`config.mk`:
```
export PLATFORM = sky130hd
export DESIGN_NAME = apu_mixer_flat
export DESIGN_NICKNAME = d
export VERILOG_FILES = /design/src/rtl/apu_mixer_pkg.sv /design/src/rtl/apu_mixer_if.sv /design/src/rtl/apu_mixer_side.sv /design/src/rtl/apu_mixer.sv /design/src/flat_wrapper.sv
export SDC_FILE = /design/constraint.sdc
export NUM_CORES = 1
export LEC_CHECK = 0
export ABC_AREA = 1
export ABC_CLOCK_PERIOD_IN_PS = 3700
export CAP_MARGIN = 5
export CORE_MARGIN = 10
export CORE_UTILIZATION = 35
export DETAILED_ROUTE_END_ITERATION = 12
export SYNTH_ARGS = -nofsm -noshare
export SYNTH_HDL_FRONTEND = slang
export SYNTH_SLANG_ARGS = --single-unit
```
`constraint.sdc`:
```
create_clock -name apuv_4mhz -period 3.7 [get_ports apuv_4mhz]
set_input_delay 0.925 -clock apuv_4mhz [delete_from_list [all_inputs] [get_ports apuv_4mhz]]
set_output_delay 0.925 -clock apuv_4mhz [all_outputs]
set_load 0.005 [all_outputs]
```
`src/rtl/apu_mixer_pkg.sv`:
```
`default_nettype none
// ============================================================================
//  Module      : apu_mixer_pkg
//  Description : Shared widths, state encoding, source-index type and the
//                DAC-code-to-signed-value helper for the APU output mixer.
//                Build macro APU_MIXER_VIN_EN adds VIN as a fifth source.
//  Revision    : 1.0 - initial release
// ============================================================================
package apu_mixer_pkg;

    localparam int SUM_W       = 8;   // per-side accumulator, |sum| <= 75
    localparam int OUT_W       = 11;  // scaled product, |product| <= 600
    localparam int VAL_W       = 6;   // one source value, -15..+15
    localparam int SCALE_STEPS = 3;   // one shift-add per volume bit
    localparam int MAX_SRC     = 5;   // storage is always sized for VIN

`ifdef APU_MIXER_VIN_EN
    localparam int NSRC = 5;
`else
    localparam int NSRC = 4;
`endif

    typedef logic [2:0] src_idx_t;

    localparam src_idx_t LAST_SRC  = src_idx_t'(NSRC - 1);
    localparam src_idx_t LAST_STEP = src_idx_t'(SCALE_STEPS - 1);

    typedef enum logic [1:0] {
        IDLE  = 2'd0,
        ACC   = 2'd1,
        SCALE = 2'd2,
        DONE  = 2'd3
    } state_t;

    // DAC code c (0..15) becomes the signed offset 2c-15.
    function automatic logic signed [VAL_W-1:0] src_value(input logic [3:0] code);
        return $signed({1'b0, code, 1'b0}) - 6'sd15;
    endfunction

endpackage
`default_nettype wire

```
`src/rtl/apu_mixer_if.sv`:
```
`default_nettype none
// ============================================================================
//  Module      : apu_mixer_if
//  Description : Sample/control bundle between the channel generators, the
//                APU control block (NR50/NR51) and the mixer.
//                master : producer side (drives codes, masks, volumes, tick)
//                slave  : mixer side (drives l_out/r_out/out_valid/busy/overrun)
//  Revision    : 1.0 - initial release
// ============================================================================
interface apu_mixer_if;
    import apu_mixer_pkg::*;

    logic                    sample_tick;
    logic [3:0]              ch1_out, ch2_out, ch3_out, ch4_out;
    logic                    nch1_active, nch2_active, nch3_active, nch4_active;
    logic [3:0]              rmixer, lmixer;
    logic [2:0]              nrvolume, nlvolume;
    logic                    vin_r_ena, vin_l_ena;
    logic [3:0]              vin;
    logic signed [OUT_W-1:0] l_out, r_out;
    logic                    out_valid;
    logic                    busy;
    logic                    overrun;

    modport master (
        output sample_tick,
        output ch1_out, ch2_out, ch3_out, ch4_out,
        output nch1_active, nch2_active, nch3_active, nch4_active,
        output rmixer, lmixer, nrvolume, nlvolume,
        output vin_r_ena, vin_l_ena, vin,
        input  l_out, r_out, out_valid, busy, overrun
    );

    modport slave (
        input  sample_tick,
        input  ch1_out, ch2_out, ch3_out, ch4_out,
        input  nch1_active, nch2_active, nch3_active, nch4_active,
        input  rmixer, lmixer, nrvolume, nlvolume,
        input  vin_r_ena, vin_l_ena, vin,
        output l_out, r_out, out_valid, busy, overrun
    );
endinterface
`default_nettype wire

```
`src/rtl/apu_mixer_side.sv`:
```
`default_nettype none
// ============================================================================
//  Module      : apu_mixer_side
//  Description : One output side of the mixer: signed accumulator followed by
//                a serial shift-add scaler computing sum * (vol + 1).
//  Ports       : apuv_4mhz, napu_reset (sync, active-low)
//                i_clear    - zero accumulator and product (new mix)
//                i_acc_en   - ACC step: add i_src_val when i_route is set
//                i_scale_en - SCALE step i_step (0..2) using i_vol bit
//                o_prod     - current product (final after last SCALE step)
//  Revision    : 1.0 - initial release
// ============================================================================
module apu_mixer_side
    import apu_mixer_pkg::*;
(
    input  wire logic                    apuv_4mhz,
    input  wire logic                    napu_reset,
    input  wire logic                    i_clear,
    input  wire logic                    i_acc_en,
    input  wire logic                    i_route,
    input  wire logic signed [VAL_W-1:0] i_src_val,
    input  wire logic                    i_scale_en,
    input  wire logic [1:0]              i_step,
    input  wire logic [2:0]              i_vol,
    output logic signed [OUT_W-1:0]      o_prod
);

    logic signed [SUM_W-1:0] r_sum;
    logic signed [OUT_W-1:0] r_prod;
    logic signed [OUT_W-1:0] w_sum_ext;
    logic signed [OUT_W-1:0] w_base;
    logic signed [OUT_W-1:0] w_addend;

    assign w_sum_ext = {{(OUT_W-SUM_W){r_sum[SUM_W-1]}}, r_sum};

    // Step 0 starts from the sum itself (the "+1" in vol+1); later steps
    // build on the running product.
    assign w_base = (i_step == 2'd0) ? w_sum_ext : r_prod;

    always_comb begin
        w_addend = '0;
        case (i_step)
            2'd0:    if (i_vol[0]) w_addend = w_sum_ext;
            2'd1:    if (i_vol[1]) w_addend = w_sum_ext <<< 1;
            2'd2:    if (i_vol[2]) w_addend = w_sum_ext <<< 2;
            default: w_addend = '0;
        endcase
    end

    always_ff @(posedge apuv_4mhz) begin
        if (!napu_reset) begin
            r_sum  <= '0;
            r_prod <= '0;
        end else if (i_clear) begin
            r_sum  <= '0;
            r_prod <= '0;
        end else if (i_acc_en) begin
            if (i_route) begin
                r_sum <= r_sum + {{(SUM_W-VAL_W){i_src_val[VAL_W-1]}}, i_src_val};
            end
        end else if (i_scale_en) begin
            r_prod <= w_base + w_addend;
        end
    end

    assign o_prod = r_prod;

endmodule
`default_nettype wire

```
`src/rtl/apu_mixer.sv`:
```
`default_nettype none
// ============================================================================
//  Module      : apu_mixer
//  Description : NR50/NR51 stereo mixer. Snapshots channel codes, routing and
//                volumes on sample_tick, accumulates one source per clock,
//                scales each side by (vol+1) and presents a registered signed
//                sample pair with a one-cycle out_valid pulse.
//                Build macro APU_MIXER_VIN_EN adds VIN as a fifth source.
//  Ports       : apuv_4mhz  - clock
//                napu_reset - synchronous, active-low reset
//                bus        - apu_mixer_if.slave (inputs, l_out/r_out,
//                             out_valid, busy, overrun)
//  Revision    : 1.0 - initial release
// ============================================================================
module apu_mixer
    import apu_mixer_pkg::*;
(
    input wire logic   apuv_4mhz,
    input wire logic   napu_reset,
    apu_mixer_if.slave bus
);

    state_t                  r_state;
    state_t                  w_next_state;
    src_idx_t                r_cnt;

    logic [3:0]              r_code [MAX_SRC];
    logic [MAX_SRC-1:0]      r_lroute;
    logic [MAX_SRC-1:0]      r_rroute;
    logic [2:0]              r_lvol;
    logic [2:0]              r_rvol;

    logic signed [OUT_W-1:0] r_l_out;
    logic signed [OUT_W-1:0] r_r_out;
    logic                    r_out_valid;
    logic                    r_overrun;

    logic                    w_accept;
    logic                    w_acc_en;
    logic                    w_scale_en;
    logic                    w_done;
    logic [3:0]              w_nact;
    logic signed [VAL_W-1:0] w_src_val;
    logic signed [OUT_W-1:0] w_lprod;
    logic signed [OUT_W-1:0] w_rprod;

    // The FSM is back in IDLE during the out_valid cycle; a tick there still
    // belongs to the mix being delivered, so it is dropped and reported.
    assign w_accept = bus.sample_tick && (r_state == IDLE) && !r_out_valid;

    assign w_nact = {bus.nch4_active, bus.nch3_active, bus.nch2_active, bus.nch1_active};

    // ---------------------------------------------------------------- FSM
    always_ff @(posedge apuv_4mhz) begin
        if (!napu_reset) begin
            r_state <= IDLE;
        end else begin
            r_state <= w_next_state;
        end
    end

    always_comb begin
        w_next_state = r_state;
        case (r_state)
            IDLE:    if (w_accept)            w_next_state = ACC;
            ACC:     if (r_cnt == LAST_SRC)   w_next_state = SCALE;
            SCALE:   if (r_cnt == LAST_STEP)  w_next_state = DONE;
            DONE:                             w_next_state = IDLE;
            default:                          w_next_state = IDLE;
        endcase
    end

    always_comb begin
        w_acc_en   = 1'b0;
        w_scale_en = 1'b0;
        w_done     = 1'b0;
        case (r_state)
            ACC:     w_acc_en   = 1'b1;
            SCALE:   w_scale_en = 1'b1;
            DONE:    w_done     = 1'b1;
            default: ;
        endcase
    end

    // Source index in ACC, volume-bit index in SCALE; zero otherwise.
    always_ff @(posedge apuv_4mhz) begin
        if (!napu_reset) begin
            r_cnt <= '0;
        end else if ((w_acc_en && r_cnt != LAST_SRC) ||
                     (w_scale_en && r_cnt != LAST_STEP)) begin
            r_cnt <= r_cnt + src_idx_t'(1);
        end else begin
            r_cnt <= '0;
        end
    end

    // ----------------------------------------------------------- snapshot
    // Channel enable is folded into the route bits at capture time.
    always_ff @(posedge apuv_4mhz) begin
        if (!napu_reset) begin
            for (int i = 0; i < MAX_SRC; i++) begin
                r_code[i] <= '0;
            end
            r_lroute <= '0;
            r_rroute <= '0;
            r_lvol   <= '0;
            r_rvol   <= '0;
        end else if (w_accept) begin
            r_code[0]     <= bus.ch1_out;
            r_code[1]     <= bus.ch2_out;
            r_code[2]     <= bus.ch3_out;
            r_code[3]     <= bus.ch4_out;
            r_lroute[3:0] <= bus.lmixer & ~w_nact;
            r_rroute[3:0] <= bus.rmixer & ~w_nact;
            r_lvol        <= ~bus.nlvolume;
            r_rvol        <= ~bus.nrvolume;
`ifdef APU_MIXER_VIN_EN
            r_code[4]     <= bus.vin;
            r_lroute[4]   <= bus.vin_l_ena;
            r_rroute[4]   <= bus.vin_r_ena;
`else
            r_code[4]     <= '0;
            r_lroute[4]   <= 1'b0;
            r_rroute[4]   <= 1'b0;
`endif
        end
    end

    assign w_src_val = src_value(r_code[r_cnt]);

    // ----------------------------------------------------------- datapath
    apu_mixer_side u_left (
        .apuv_4mhz  (apuv_4mhz),
        .napu_reset (napu_reset),
        .i_clear    (w_accept),
        .i_acc_en   (w_acc_en),
        .i_route    (r_lroute[r_cnt]),
        .i_src_val  (w_src_val),
        .i_scale_en (w_scale_en),
        .i_step     (r_cnt[1:0]),
        .i_vol      (r_lvol),
        .o_prod     (w_lprod)
    );

    apu_mixer_side u_right (
        .apuv_4mhz  (apuv_4mhz),
        .napu_reset (napu_reset),
        .i_clear    (w_accept),
        .i_acc_en   (w_acc_en),
        .i_route    (r_rroute[r_cnt]),
        .i_src_val  (w_src_val),
        .i_scale_en (w_scale_en),
        .i_step     (r_cnt[1:0]),
        .i_vol      (r_rvol),
        .o_prod     (w_rprod)
    );

    // ------------------------------------------------------------ outputs
    always_ff @(posedge apuv_4mhz) begin
        if (!napu_reset) begin
            r_l_out     <= '0;
            r_r_out     <= '0;
            r_out_valid <= 1'b0;
            r_overrun   <= 1'b0;
        end else begin
            r_out_valid <= w_done;
            r_overrun   <= bus.sample_tick && !w_accept;
            if (w_done) begin
                r_l_out <= w_lprod;
                r_r_out <= w_rprod;
            end
        end
    end

    assign bus.l_out     = r_l_out;
    assign bus.r_out     = r_r_out;
    assign bus.out_valid = r_out_valid;
    assign bus.overrun   = r_overrun;
    assign bus.busy      = (r_state != IDLE) || r_out_valid;

endmodule
`default_nettype wire
```
`src/flat_wrapper.sv`:
```
// flat-port wrapper written by rule: the top's interface ports become plain ports
module apu_mixer_flat import apu_mixer_pkg::*;
  (apuv_4mhz, napu_reset, bus_sample_tick, bus_ch1_out, bus_ch2_out, bus_ch3_out, bus_ch4_out, bus_nch1_active, bus_nch2_active, bus_nch3_active, bus_nch4_active, bus_rmixer, bus_lmixer, bus_nrvolume, bus_nlvolume, bus_vin_r_ena, bus_vin_l_ena, bus_vin, bus_l_out, bus_r_out, bus_out_valid, bus_busy, bus_overrun);
  apu_mixer_if bus_i ();
  input wire logic apuv_4mhz;
  input wire logic napu_reset;
  input wire logic [$bits(bus_i.sample_tick)-1:0] bus_sample_tick;
  input wire logic [$bits(bus_i.ch1_out)-1:0] bus_ch1_out;
  input wire logic [$bits(bus_i.ch2_out)-1:0] bus_ch2_out;
  input wire logic [$bits(bus_i.ch3_out)-1:0] bus_ch3_out;
  input wire logic [$bits(bus_i.ch4_out)-1:0] bus_ch4_out;
  input wire logic [$bits(bus_i.nch1_active)-1:0] bus_nch1_active;
  input wire logic [$bits(bus_i.nch2_active)-1:0] bus_nch2_active;
  input wire logic [$bits(bus_i.nch3_active)-1:0] bus_nch3_active;
  input wire logic [$bits(bus_i.nch4_active)-1:0] bus_nch4_active;
  input wire logic [$bits(bus_i.rmixer)-1:0] bus_rmixer;
  input wire logic [$bits(bus_i.lmixer)-1:0] bus_lmixer;
  input wire logic [$bits(bus_i.nrvolume)-1:0] bus_nrvolume;
  input wire logic [$bits(bus_i.nlvolume)-1:0] bus_nlvolume;
  input wire logic [$bits(bus_i.vin_r_ena)-1:0] bus_vin_r_ena;
  input wire logic [$bits(bus_i.vin_l_ena)-1:0] bus_vin_l_ena;
  input wire logic [$bits(bus_i.vin)-1:0] bus_vin;
  output wire logic [$bits(bus_i.l_out)-1:0] bus_l_out;
  output wire logic [$bits(bus_i.r_out)-1:0] bus_r_out;
  output wire logic [$bits(bus_i.out_valid)-1:0] bus_out_valid;
  output wire logic [$bits(bus_i.busy)-1:0] bus_busy;
  output wire logic [$bits(bus_i.overrun)-1:0] bus_overrun;
  assign bus_i.sample_tick = bus_sample_tick;
  assign bus_i.ch1_out = bus_ch1_out;
  assign bus_i.ch2_out = bus_ch2_out;
  assign bus_i.ch3_out = bus_ch3_out;
  assign bus_i.ch4_out = bus_ch4_out;
  assign bus_i.nch1_active = bus_nch1_active;
  assign bus_i.nch2_active = bus_nch2_active;
  assign bus_i.nch3_active = bus_nch3_active;
  assign bus_i.nch4_active = bus_nch4_active;
  assign bus_i.rmixer = bus_rmixer;
  assign bus_i.lmixer = bus_lmixer;
  assign bus_i.nrvolume = bus_nrvolume;
  assign bus_i.nlvolume = bus_nlvolume;
  assign bus_i.vin_r_ena = bus_vin_r_ena;
  assign bus_i.vin_l_ena = bus_vin_l_ena;
  assign bus_i.vin = bus_vin;
  assign bus_l_out = bus_i.l_out;
  assign bus_r_out = bus_i.r_out;
  assign bus_out_valid = bus_i.out_valid;
  assign bus_busy = bus_i.busy;
  assign bus_overrun = bus_i.overrun;
  apu_mixer u_core (.apuv_4mhz(apuv_4mhz), .napu_reset(napu_reset), .bus(bus_i));
endmodule
```
==> After elaboration in Yosys (flattened, before gate mapping) <==
Memories as Yosys holds them, arrays and structs flattened. A register that Yosys moved wholly into a read port is not among the register bits.
Cells that the tools add are included.
{ "op_classes": {"order_cmp": 1, "n_mux": 31, "bitwise": 12, "addsub": 6, "reduce_logical": 18, "n_eq_ne": 12} }
{ "ops": {"columns": ["op", "count"], "rows": [
  ["$mux W11", 8],
  ["$pmux W11 S3", 2],
  ["$add A11 B11 Y11", 2],
  ["$mux W4", 5],
  ["$add A8 B8 Y8", 2],
  ["$mux W1", 9],
  ["$and A4 B4 Y4", 2],
  ["$pmux W2 S4", 1],
  ["$reduce_and A2 Y1", 4],
  ["$bmux W1 S3", 2],
  ["$eq A2 B2 Y1 const B", 3],
  ["$eq A3 B2 Y1 const B", 2],
  ["$mux W2", 3],
  ["$ne A2 B1 Y1 const B", 3],
  ["$ne A3 B2 Y1 const B", 2],
  ["$not A3 Y3", 2],
  ["$sub A5 B4 Y6 const B", 1],
  ["$logic_and A1 B1 Y1", 5],
  ["$or A1 B1 Y1", 5],
  ["$eq A2 B1 Y1 const B", 2],
  ["$logic_not A2 Y1", 2],
  ["$lt A3 B4 Y1 const B", 1],
  ["$not A4 Y4", 1],
  ["$add A3 B1 Y3 const B", 1],
  ["7 further kinds", 10]
]} }
{ "totals": {"ram_bits": 20, "n_memories": 1, "inputBits": 43, "out_inout_bits": 25, "register_bits": 81} }
{ "mem_list": {"columns": ["name", "depth", "word_bits", "read_ports", "rd_clocked_by_memory_dff", "write_ports", "line", "text"], "rows": [
  ["u_core.r_code", 5, 4, 1, 1, 5, "apu_mixer.sv:27", "logic [3:0] r_code [MAX_SRC];"]
]} }

==> Logic depth before layout (Yosys ltp) <==
Gate-level depths: netlist of the first run.
{ "logic_depth": {"depth_word": 7, "mapped_depth": 20, "mapped_depth_nobuf": 19} }

==> Hierarchy <==
A second synthesis of the first run with hierarchy kept.
{ "hier_totals": {"hier_cells": 919, "area_unflattened_um2": 6322.3} }
{ "by_module_without_submodules": {"columns": ["mod", "area_per_inst_um2", "n_inst", "cells_each"], "rows": [
  ["apu_mixer", 2477.4, 1, 293],
  ["apu_mixer_side at u_core.u_right", 1935.6, 1, 313],
  ["apu_mixer_side at u_core.u_left", 1909.3, 1, 313]
]} }

==> Worst setup path before layout of the first run <==
OpenSTA, ideal clock, no wires.
{ "synth_path": {"path_type": "register -> register", "from": "reg u_core.r_cnt[0]", "to": "reg u_core.u_right.r_prod[6] (netlist: u_core.u_right.o_prod[6])", "path_stages_with_launch": 16, "period_less_slack_ps": 2656, "t_arrival_ps": 2547, "required_time_ps": 3591, "setup_ps": 109, "n_path_buf": 2, "path_slack_ps": 1044, "cell_sequence": "dfxtp_1 -> inv_2 -> buf_6 -> ha_1 -> inv_1 -> clkbuf_1 -> o21ai_0 -> ha_1 -> fa_1 -> nand3_1 -> nand3_1 -> nand2_1 -> a21oi_1 -> nand3b_1 -> nand2_1 -> inv_1"} }
{ "synth_between": {"elab_chain_cells": 3, "word_cells_on_any_way": 6} }
{ "synth_rtl": {"columns": ["item", "line", "text"], "rows": [
  ["from (decl)", "apu_mixer.sv:25", "src_idx_t r_cnt;"],
  ["from (signal assigned)", "apu_mixer.sv:91", "r_cnt <= r_cnt + src_idx_t'(1);"],
  ["$eq A2 B2 Y1 (tied with other cells)", "apu_mixer_side.sv:42", "case (i_step)"],
  ["$pmux W11 S3 or $mux W11 (tied branches)", "apu_mixer_side.sv:42, apu_mixer_side.sv:38", null],
  ["$add A11 B11 Y11 (*)", "apu_mixer_side.sv:62", "r_prod <= w_base + w_addend;"],
  ["to (signal assigned)", "apu_mixer_side.sv:62", null],
  ["to (decl)", "apu_mixer_side.sv:29", "logic signed [OUT_W-1:0] r_prod;"]
]} }
Every way passes the cells marked *; elsewhere a longest branch is shown, timed or not.
A chain may end at the register's enable or synchronous reset.

==> Worst setup path in the final report of the first run <==
{ "layout_path": {"from": "reg u_core.r_cnt[0]", "to": "reg u_core.u_right.r_prod[8] (netlist: u_core.u_right.o_prod[8])"} }
Same word-level chain as after synthesis.

==> results of run 1 <==
## cells by family after synthesis
logic type / synth area share
fa+ha+maj: 0.1038
buf+inv: 0.1145
compound gates: 0.1804
flops: 0.3460
simple gates: 0.2307
xor+xnor: 0.02451
## layout make-up
class,instances,area share
multi-input combinational,610,0.4546
sequential,97,0.2916
timing repair buffer,73,0.09721
inverter,149,0.07759
tap,225,0.03906
clock buffer,9,0.03124
clock inverter,7,0.008679
## worst paths after layout
check / end / cells after the start
min: u_core.r_rroute[1] / 2
max reg2reg: u_core.u_right.o_prod[8] / 14
max: u_core.u_right.o_prod[8] / 14
min reg2reg: u_core.r_rroute[1] / 2
## critical path: cells and delay by family, from the launching register on
family / cells / cell delay, ns
fa+ha+maj: 2 / 0.56
buf+inv: 4 / 0.66
simple gates: 7 / 0.72
compound gates: 1 / 0.44
flops: 1 / 0.32
## stage by stage
stage / utilization / cell area, sq um
final: 0.4197 / 7208
after global routing: 0.4197 / 7208
after CTS: 0.4197 / 7208
after detailed placement: 0.4029 / 6920
after global placement: 0.4029 / 6920
after floorplan: - / 6075
## layer usage
layer  track usage  wire length [um]  vias to the layer above
li1              -                 -                     2966
met4       0.03622               198                        0
met5             0                 0                        -
met3       0.03208               623                       17
met2        0.2195              6812                       91
met1        0.1745              7475                     2470
## layout by cell type (no fill, tap or decap), types with 8 or more instances in the layout
cell             synthesis  final
nor2_1                  92     92
a21oi_1                 78     78
inv_1                  143    143
o21ai_1                  8      8
clkbuf_16                0      9
o22ai_1                 16     16
edfxtp_1                16     16
o21ai_0                 80     80
dfxtp_1                 81     81
ha_1                    44     44
buf_4                    1     12
clkdlybuf4s50_1          0     61
nand2_1                183    183
xnor2_1                 10     10
nand3_1                 48     48
## sequential cells by signal, indices dropped and copies added, names as in the netlist
signal / count
u_core.bus.l_out: 11
u_core.bus.out_valid: 1
u_core.bus.overrun: 1
u_core.bus.r_out: 11
u_core.r_cnt: 3
u_core.r_code: 16
u_core.r_lroute: 4
u_core.r_lvol: 3
u_core.r_rroute: 4
u_core.r_rvol: 3
u_core.r_state: 2
u_core.u_left.o_prod: 11
u_core.u_left.r_sum: 8
u_core.u_right.o_prod: 11
u_core.u_right.r_sum: 8
## synthesized netlist by cell type, drive strengths merged
library cell,count,area [sq um]
nand2,184,693.2
inv,149,559.3
nor2,93,351.6
o21ai,88,440.4
a21oi,83,441.7
dfxtp,81,1622
nand3,49,250.2
ha,44,550.5
clkbuf,19,71.32
edfxtp,16,480.5
o22ai,16,100.1
buf,10,65.06
xnor2,10,87.58
nand4,7,43.79
xor2,7,61.31
a21o,6,45.04
fa,4,80.08
nand3b,3,22.52
nor3,3,15.01
o21bai,3,22.52
or2,3,18.77
o221ai,2,17.52
a31oi,1,6.260
nor4,1,6.260
o211ai,1,7.510
o21a,1,7.510
o31ai,1,7.510
## power by group
part	total, uW	internal, uW	switching, uW	leakage, uW
Sequential	1370	1270	100	0.000829
Clock	917	469	448	0.000139
Combinational	1540	565	971	0.00241
Total	3820	2300	1520	0.00338
==> metrics.cfg, run 1 <==
[timing]
finalClockSkew_ns = 0.007351
rsz0062_at_grt = no
finalCritPeriodShare = 0.7605
slew_headroom = 0.5974
slew_violations = 0
post-route-min-period_ns = 2.814
holdWs_ns = 0.4765
worstMarginPinSlew_ns = 0.6039
clock.fmax_mhz = 355.4
setup_ws_ns = 0.8860
fin_setup_tns_ns = 0
hold_viol = 0
final-setup-viol-count = 0

[run_status]
status = finished, final reports clean

[cts]
cts_sinks = 97
htree_levels = 3
cts_tree = yes
cts_setup_buffers = 0
clkTransAtPathRegs_ns = 0.07
cts_resized = 0
cts_buffers = 9
cts_root_buffer = clkbuf_16
clk_latency_ns = 0.35
cts_hold_buf = 0
cts_buffer_depth = 2

[setup_path]
end_kind = register
critPathLaunch = u_core.r_cnt[0]
crit_arrival_ns = 3.07
path_cells = inv_2 -> ha_1 -> buf_4 -> buf_4 -> nand2_1 -> o31ai_1 -> fa_1 -> nand3_1 -> nand3_1 -> nand4_1 -> nand3_1 -> nand3_1 -> nand2_1 -> inv_1
worst_path_most_repeated_cell = nand3_1
rrSetupSlack_ns = 0.89
cp_slowest_cell = o31ai_1
required_ns = 3.96
setup.worst_path.start_class = register
critPathKind = reg2reg
rr_startpoint = u_core.r_cnt[0]
path_max_fanout = 15
cpPeakStageDelay_ns = 0.44

[run]
maxCapViolCount = 0

[power_and_ir_drop]
pwr_density_cell_mw_per_mm2 = 530.2
power_uw = 3822
leakage_uw = 0.003382
ir_drop_v = 0.0003262

[route]
post-route-drc-count = 0
vias_per_cell = 4.738
vias = 5544
detail-route-antenna-nets = 0
first_pass_iters = 4
drt-total-wl_mm = 15.11
drtIter0Drc = 349
detail_route.wl_per_cell_um = 12.91

[placed_design]
port_buffers = 61
post-place-ws_ns = 0.8799
dp.cells = 1154
dpl.hpwl_mm = 11.31
gp_congestion = 0.8651

[synth]
syn_area_sq_mm = 0.006075
yosysUniqueCellTypes = 37
synth_seq_cells = 97
yosysSeqAreaShare = 0.3460
synth_area_per_cell_sq_um = 6.864
syn_inst = 885
synth_warnings = 0
synth_nets = 976

[layout]
antennaDiodeCount = 0
seq_area_sq_mm = 0.002102
drive_above_1_share = 0.04550
multi_input_area_sq_mm = 0.003277
areaGrowthSynthToFinish_pct = 18.66
final_cells = 1170
final.fill_count = 1831
nets = 1031

[global_routing]
grt_pass1_wl_mm = 25.09
grt_start_max_net_pins = 40
first_global_vias = 5313
grt_usage = 0.1348
antenna_found_initial = 0
grt_overflow_total = 0

[floorplanning]
io_pins = 68
rows = 48
initial_core_util = 0.3537
die-area_sq_mm = 0.02303
fp.dieH_um = 151.7
die_w_um = 151.7
core_area_sq_mm = 0.01718

[hold_path]
min_path_type = reg2reg
min_from = u_core.r_rroute[1]

Note: power is estimated with default switching activity, not from simulation.
==> run 2: changes to the inputs <==
--- a/config.mk
+++ b/config.mk
@@ -6,7 +6,7 @@
 export NUM_CORES = 1
 export LEC_CHECK = 0
 export ABC_AREA = 1
-export ABC_CLOCK_PERIOD_IN_PS = 3700
+export ABC_CLOCK_PERIOD_IN_PS = 2500
 export CAP_MARGIN = 5
 export CORE_MARGIN = 10
 export CORE_UTILIZATION = 35
==> constraint.sdc (replaced) <==
create_clock -name apuv_4mhz -period 2.5 [get_ports apuv_4mhz]
set_input_delay 0.625 -clock apuv_4mhz [delete_from_list [all_inputs] [get_ports apuv_4mhz]]
set_output_delay 0.625 -clock apuv_4mhz [all_outputs]
set_load 0.005 [all_outputs]
==> run 2 against run 1 <==
Net effect: die area unchanged; first-iteration DRC count decreased by 11%; count of clock-buffer cells in the layout unchanged; via count up 2.1%; worst hold slack improved by 0.0071 ns.
==> metrics.cfg, run 2 (synthesis gave the netlist of run 1 again) <==
[run_status]
status = finished, final reports clean

[timing]
hold_viol = 0  ; unchanged
finalCritPeriodShare = 0.9324  ; +0.1719
setup_ws_ns = 0.1690  ; -0.7171 ns
rsz0062_at_grt = yes
slew_violations = 0  ; unchanged
holdWs_ns = 0.4836  ; +0.007133 ns
worstMarginPinSlew_ns = 0.6435  ; +0.03960 ns
post-route-min-period_ns = 2.331  ; -0.4829 ns
slew_headroom = 0.5710  ; -0.02640
finalClockSkew_ns = 0.01414  ; +0.006793 ns
final-setup-viol-count = 0  ; unchanged
clock.fmax_mhz = 429.0  ; +21%

[route]
detail_route.wl_per_cell_um = 12.86  ; -0.42%
post-route-drc-count = 0  ; unchanged
vias_per_cell = 4.725  ; -0.29%
detail-route-antenna-nets = 0  ; unchanged
drtIter0Drc = 311  ; -11%
vias = 5660  ; +2.1%
first_pass_iters = 4  ; unchanged
drt-total-wl_mm = 15.41  ; +2.0%

[layout]
largest_register_ffs = 16  ; unchanged
max_flop_register = u_core.r_code
antennaDiodeCount = 0  ; unchanged
areaGrowthSynthToFinish_pct = 24.80
drive_above_1_share = 0.09969  ; +0.05419
mostFrequentLayoutCell = nand2_1
most-common-layout-cells = nand2_1, inv_1, nor2_1
nets = 1059  ; +2.7%

[run]
maxCapViolCount = 0  ; unchanged

[setup_path]
cpPeakStageDelay_ns = 0.40  ; -0.04 ns
path_cells = inv_4 -> ha_4 -> buf_4 -> nand2_1 -> o21ai_1 -> a31oi_1 -> nor2_1 -> ha_1 -> nand2_1 -> a21oi_1 -> nor2_1 -> nand3_1 -> or2_1 -> a21oi_1
end_kind = register
path_max_fanout = 5  ; -10
cp_slowest_cell = dfxtp_2
required_ns = 2.79  ; -1.17 ns
crit_arrival_ns = 2.62  ; -0.45 ns
setup.worst_path.start_class = register
critPathKind = reg2reg

[placed_design]
gp_congestion = 0.8683  ; +0.37%
port_buffers = 61  ; unchanged
dpl.hpwl_mm = 11.66  ; +3.1%
post-place-ws_ns = -0.03878  ; -0.9187 ns

[cts]
clk_latency_ns = 0.36  ; about the same
htree_levels = 3  ; unchanged
cts_hold_buf = 0  ; unchanged
cts_root_buffer = clkbuf_16
cts_buffer_depth = 2  ; unchanged
cts_tree = yes
cts_buffers = 9  ; unchanged
cts_sinks = 97  ; unchanged
clkTransAtPathRegs_ns = 0.07  ; about the same

[floorplanning]
core_area_sq_mm = 0.01718  ; unchanged
rows = 48  ; unchanged
die_w_um = 151.7  ; unchanged
fp.dieH_um = 151.7  ; unchanged
initial_core_util = 0.3537  ; unchanged
io_pins = 68  ; unchanged
die-area_sq_mm = 0.02303  ; unchanged

[global_routing]
first_global_vias = 5295  ; -0.34%
grt_usage = 0.1359  ; +0.001056
grt_pass1_wl_mm = 25.41  ; +1.3%
grt_overflow_total = 0  ; unchanged
grt_start_max_net_pins = 39  ; -2.5%
antenna_found_initial = 0  ; unchanged

[power_and_ir_drop]
ir_drop_v = 0.0005047  ; +55%
leakage_uw = 0.003562  ; +5.3%
pwr_density_cell_mw_per_mm2 = 776.8  ; +47%

[hold_path]
min_path_type = reg2reg

==> run 2: path summary, 6_finish.rpt <==
kind	slack (ns)	start	endpoint	cells past startpoint
setup reg to reg	0.17	u_core.r_cnt[1]	u_core.u_left.o_prod[10]	14
hold reg to reg	0.48	u_core.r_lroute[0]	u_core.r_lroute[0]	2
setup / recovery	0.17	u_core.r_cnt[1]	u_core.u_left.o_prod[10]	14
hold / removal	0.48	u_core.r_lroute[0]	u_core.r_lroute[0]	2
==> run 2: report_power, final <==
part	internal (uW)	leakage [uW]	switching (uW)
registers	1880	0.000831	162
logic	972	0.00258	1470
clock network	712	0.000148	688
==> run 2: timing repair <==
| action | in CTS | in global routing |
|---|---|---|
| pin swaps | 0 | 7 |
| setup endpoints to repair | 10 | 22 |
| buffers inserted | 0 | 1 |
| hold endpoints to repair | 0 | 0 |
| gates resized for setup | 4 | 32 |
==> run 2: per-stage QoR <==
stage	setup TNS, ns	cell area [sq um]	power (uW)	util	instances
after floorplan	0	6083	3647	-	885
final	0	7581	5889	0.4414	1198
after global placement	0	7143	4416	0.4159	1181
after global routing	-0.02720	7581	6386	0.4414	1198
after CTS	0	7457	5885	0.4341	1197
after detailed placement	-0.1308	7143	4450	0.4159	1181
==> run 2: metal layers <==
| metal | track usage | up-vias | routed length, um |
|---|---|---|---|
| met2 | 0.2213 | 98 | 7109 |
| met5 | 0 | - | 0 |
| met1 | 0.1774 | 2522 | 7401 |
| met3 | 0.02940 | 13 | 721 |
| li1 | - | 3027 | - |
| met4 | 0.03718 | 0 | 172 |
==> run 2: worst max-delay path: cells and delay by family (launching register included) <==
family / cells / cell delay (ns)
compound gates: 4 / 0.40
fa+ha+maj: 2 / 0.55
buf+inv: 2 / 0.20
flops: 1 / 0.40
simple gates: 6 / 0.70
==> run 2: cell type report <==
| class | count | area, sq um |
|---|---|---|
| clock buffer | 9 | 225.2 |
| clock inverter | 7 | 78.83 |
| fill | 1833 | 9595 |
| inverter | 149 | 566.8 |
| multi-input combinational | 610 | 3391 |
| sequential | 97 | 2107 |
| tap | 225 | 281.5 |
| timing repair buffer | 101 | 930.9 |
==> run 3: changes to the inputs <==
--- a/config.mk
+++ b/config.mk
@@ -6,11 +6,13 @@
 export NUM_CORES = 1
 export LEC_CHECK = 0
 export ABC_AREA = 1
-export ABC_CLOCK_PERIOD_IN_PS = 2500
+export ABC_CLOCK_PERIOD_IN_PS = 2900
 export CAP_MARGIN = 5
 export CORE_MARGIN = 10
 export CORE_UTILIZATION = 35
 export DETAILED_ROUTE_END_ITERATION = 12
+export SETUP_SLACK_MARGIN = 0.3
 export SYNTH_ARGS = -nofsm -noshare
 export SYNTH_HDL_FRONTEND = slang
+export SYNTH_HIERARCHICAL = 1
 export SYNTH_SLANG_ARGS = --single-unit
==> constraint.sdc (replaced) <==
create_clock -name apuv_4mhz -period 2.9 [get_ports apuv_4mhz]
set_input_delay 0.725 -clock apuv_4mhz [delete_from_list [all_inputs] [get_ports apuv_4mhz]]
set_output_delay 0.725 -clock apuv_4mhz [all_outputs]
set_load 0.005 [all_outputs]
==> run 3 against run 2 <==
Net effect: setup slack better by 0.22 ns; sequential power is 9% lower; global-route usage is 0.095 points higher; non-clock buffer count is 13 lower; synthesized cell count is 3.8% higher; sequential cell count stayed put.
==> metrics.cfg, run 3 <==
[floorplanning]
io_pins = 68  ; unchanged
initial_core_util = 0.3544  ; +0.0007159
die-area_sq_mm = 0.02384  ; +3.5%
die_w_um = 154.4  ; +1.8%
core_area_sq_mm = 0.01784  ; +3.9%
rows = 49  ; +2.1%
fp.dieH_um = 154.4  ; +1.8%

[placed_design]
gp_congestion = 0.8724  ; +0.47%
port_buffers = 61  ; unchanged
dpl.hpwl_mm = 12.70  ; +9.0%
post-place-ws_ns = 0.2558  ; +0.2945 ns

[hold_path]
min_from = u_core/r_lroute[0]
worstHoldPathCells = 2  ; unchanged
min_path_type = reg2reg
worstHoldEndpoint = u_core/r_lroute[0]

[synth]
synth_top_area_share = 0.2565  ; -0.01046
yosysMostFrequentCell = nand2_1
synthTopCellsByArea = dfxtp_1, nand2_1, inv_1
syn_area_sq_mm = 0.006322  ; +4.1%
async_reset_ff_frac = 0  ; unchanged
syn_inst = 919  ; +3.8%
synth_seq_cells = 97  ; unchanged
synth_common_cells = nand2_1, inv_1, nor2_1, dfxtp_1, o21ai_0
synth_edf_count = 16  ; unchanged
yosysTopAreaCell = dfxtp_1
yosysSeqAreaShare = 0.3325  ; -0.01356
synth_warnings = 6  ; +6
synth_ff_type = dfxtp_1
yosysUniqueCellTypes = 37  ; unchanged
synth_area_per_cell_sq_um = 6.880  ; +0.23%

[layout]
most-common-layout-cells = nand2_1, inv_1, nor2_1
largest_register_ffs = 16  ; unchanged
max_flop_register = u_core/r_code
final_core_util = 0.4252  ; -0.01616
mostFrequentLayoutCell = nand2_1
antennaDiodeCount = 0  ; unchanged
nets = 1083  ; +2.3%
areaGrowthSynthToFinish_pct = 19.99
drive_above_1_share = 0.08208  ; -0.01761

[timing]
slew_headroom = 0.4733  ; -0.09776
holdWs_ns = 0.4677  ; -0.01595 ns
post-route-min-period_ns = 2.508
setup_ws_ns = 0.3917  ; +0.2227 ns
worstMarginPinSlew_ns = 0.7892  ; +0.1458 ns
finalCritPeriodShare = 0.8649
rsz0062_at_grt = yes
fin_setup_tns_ns = 0  ; unchanged
finalClockSkew_ns = 0.01134  ; -0.002805 ns
hold_viol = 0  ; unchanged
clock.fmax_mhz = 398.7
final-setup-viol-count = 0  ; unchanged
slew_violations = 0  ; unchanged

[cts]
cts_hold_buf = 0  ; unchanged
cts_sinks = 97  ; unchanged
cts_tree = yes
cts_buffer_depth = 2  ; unchanged
htree_levels = 3  ; unchanged
clk_latency_ns = 0.36  ; about the same
cts_buffers = 9  ; unchanged
clkTransAtPathRegs_ns = 0.07  ; about the same
cts_root_buffer = clkbuf_16

[setup_path]
end_kind = primary output
setup.worst_path.start_class = register
reg2reg_to = u_core/u_left/o_prod[8]
reg2regPathDepth = 16  ; +2
crit_arrival_ns = 1.78  ; -0.84 ns
path_max_fanout = 4  ; -1
rrSetupSlack_ns = 0.48  ; +0.31 ns
rr_startpoint = u_core/r_cnt[0]
required_ns = 2.17  ; -0.62 ns
critPathKind = reg2out

[power_and_ir_drop]
combPwrFrac = 0.423  ; +0.008
p_int_uw = 3177  ; -11%
ir_drop_v = 0.0003732  ; -26%
leakage_uw = 0.003550  ; -0.34%
pwr-share-seq = 0.354  ; +0.007
clockPowerShare = 0.223  ; -0.015
swShare = 0.3938  ; -0.0008224
pwr_density_cell_mw_per_mm2 = 690.8  ; -11%
switchingPower_uw = 2064  ; -11%

[route]
detail-route-antenna-nets = 0  ; unchanged
vias = 5879  ; +3.9%
detail_route.wl_per_cell_um = 13.34  ; +3.8%
post-route-drc-count = 0  ; unchanged
first_pass_iters = 5  ; +1
drtIter0Drc = 342  ; +10%
drt-total-wl_mm = 16.39  ; +6.4%
vias_per_cell = 4.787  ; +1.3%

[global_routing]
grt_start_max_net_pins = 29  ; -26%
grt_pass1_wl_mm = 27.13  ; +6.8%
first_global_vias = 5659  ; +6.9%
grt_usage = 0.1368  ; +0.0009532
antenna_found_initial = 0  ; unchanged
grt_overflow_total = 0  ; unchanged

[run]
maxCapViolCount = 0  ; unchanged

[run_status]
status = finished, final reports clean

## run 3: cell count changes in the layout (fill, tap and decap cells not counted), sizes merged, moves of 4 or more
| cell | previous run | this run |
|---|---|---|
| xor2 | 7 | 14 |
| o21ai | 88 | 82 |
| xnor2 | 10 | 0 |
| clkbuf | 9 | 13 |
| a21oi | 83 | 63 |
| nand4 | 7 | 11 |
| buf | 40 | 27 |
| nor2 | 93 | 132 |
| o221ai | 2 | 11 |
| inv | 153 | 166 |
## run 3: how the worst max path moves through the flow
stage | from | end | slack, ns | cells after the start
floorplan | u_core/r_cnt[0] | u_core/u_left/r_sum[6] | 0.35 | 13
global placement | u_core/r_cnt[1] | u_core/u_left/r_sum[7] | 0.26 | 12
detailed placement | u_core/r_cnt[0] | u_core/u_left/o_prod[8] | 0.26 | 16
CTS | u_core/r_cnt[0] | u_core/u_left/o_prod[8] | 0.28 | 16
global route | u_core/r_cnt[0] | u_core/u_left/o_prod[8] | 0.29 | 16
finish | u_core/r_state[0] | bus_busy | 0.39 | 4
## run 3: per-layer routing
layer,vias to the layer above,track usage,wire [um]
met5,-,0,0
met4,0,0.04094,193
met3,13,0.02524,501
met2,74,0.2382,8070
met1,2690,0.1668,7620
li1,3102,-,-
## run 3: logic make-up after synthesis
logic type / after synthesis / synth area share
fa+ha+maj: 46 / 0.09578
simple gates: 384 / 0.2539
flops: 97 / 0.3325
compound gates: 185 / 0.1668
xor+xnor: 14 / 0.01939
other cells: 1 / 0.0005931
buf+inv: 192 / 0.1310
## run 3: cell type report
| cell class | count | area (sq um) |
|---|---|---|
| Clock buffer | 13 | 260.3 |
| Clock inverter | 3 | 25.02 |
| Fill cell | 1839 | 10250 |
| Inverter | 167 | 630.6 |
| Multi-Input combinational cell | 631 | 3441 |
| Sequential cell | 97 | 2110 |
| Tap cell | 229 | 286.5 |
| Timing Repair Buffer | 88 | 833.3 |
## run 3: what timing repair did
action	in CTS	in global routing
pin swaps	0	4
hold endpoints to repair	0	0
gates resized for setup	2	20
endpoints found under the setup margin	5	21
setup buffers	0	3
## run 3: power by group through the flow
| stage | Sequential [uW] | Clock, uW | Combinational, uW |
|---|---|---|---|
| after floorplan | 1840 | 0 | 1510 |
| after global placement | 1870 | 0 | 2160 |
| after detailed placement | 1880 | 0 | 2170 |
| after CTS | 1850 | 1210 | 2190 |
| after global routing | 1900 | 1260 | 2510 |
| final | 1860 | 1170 | 2220 |
## run 3: metrics by stage
step                std cells  cell area [sq um]  power [uW]
floorplan                 920               6326        3349
global placement         1209               7214        4032
detailed placement       1209               7214        4052
CTS                      1225               7505        5248
global route             1228               7586        5669
finish                   1228               7586        5240
## run 3: critical path, cell delays in order (launching register included)
cell and delay, ns:
dfxtp_1 0.39, inv_1 0.10, ha_1 0.24, nand2_2 0.16
clkdlybuf4s50_1 0.54
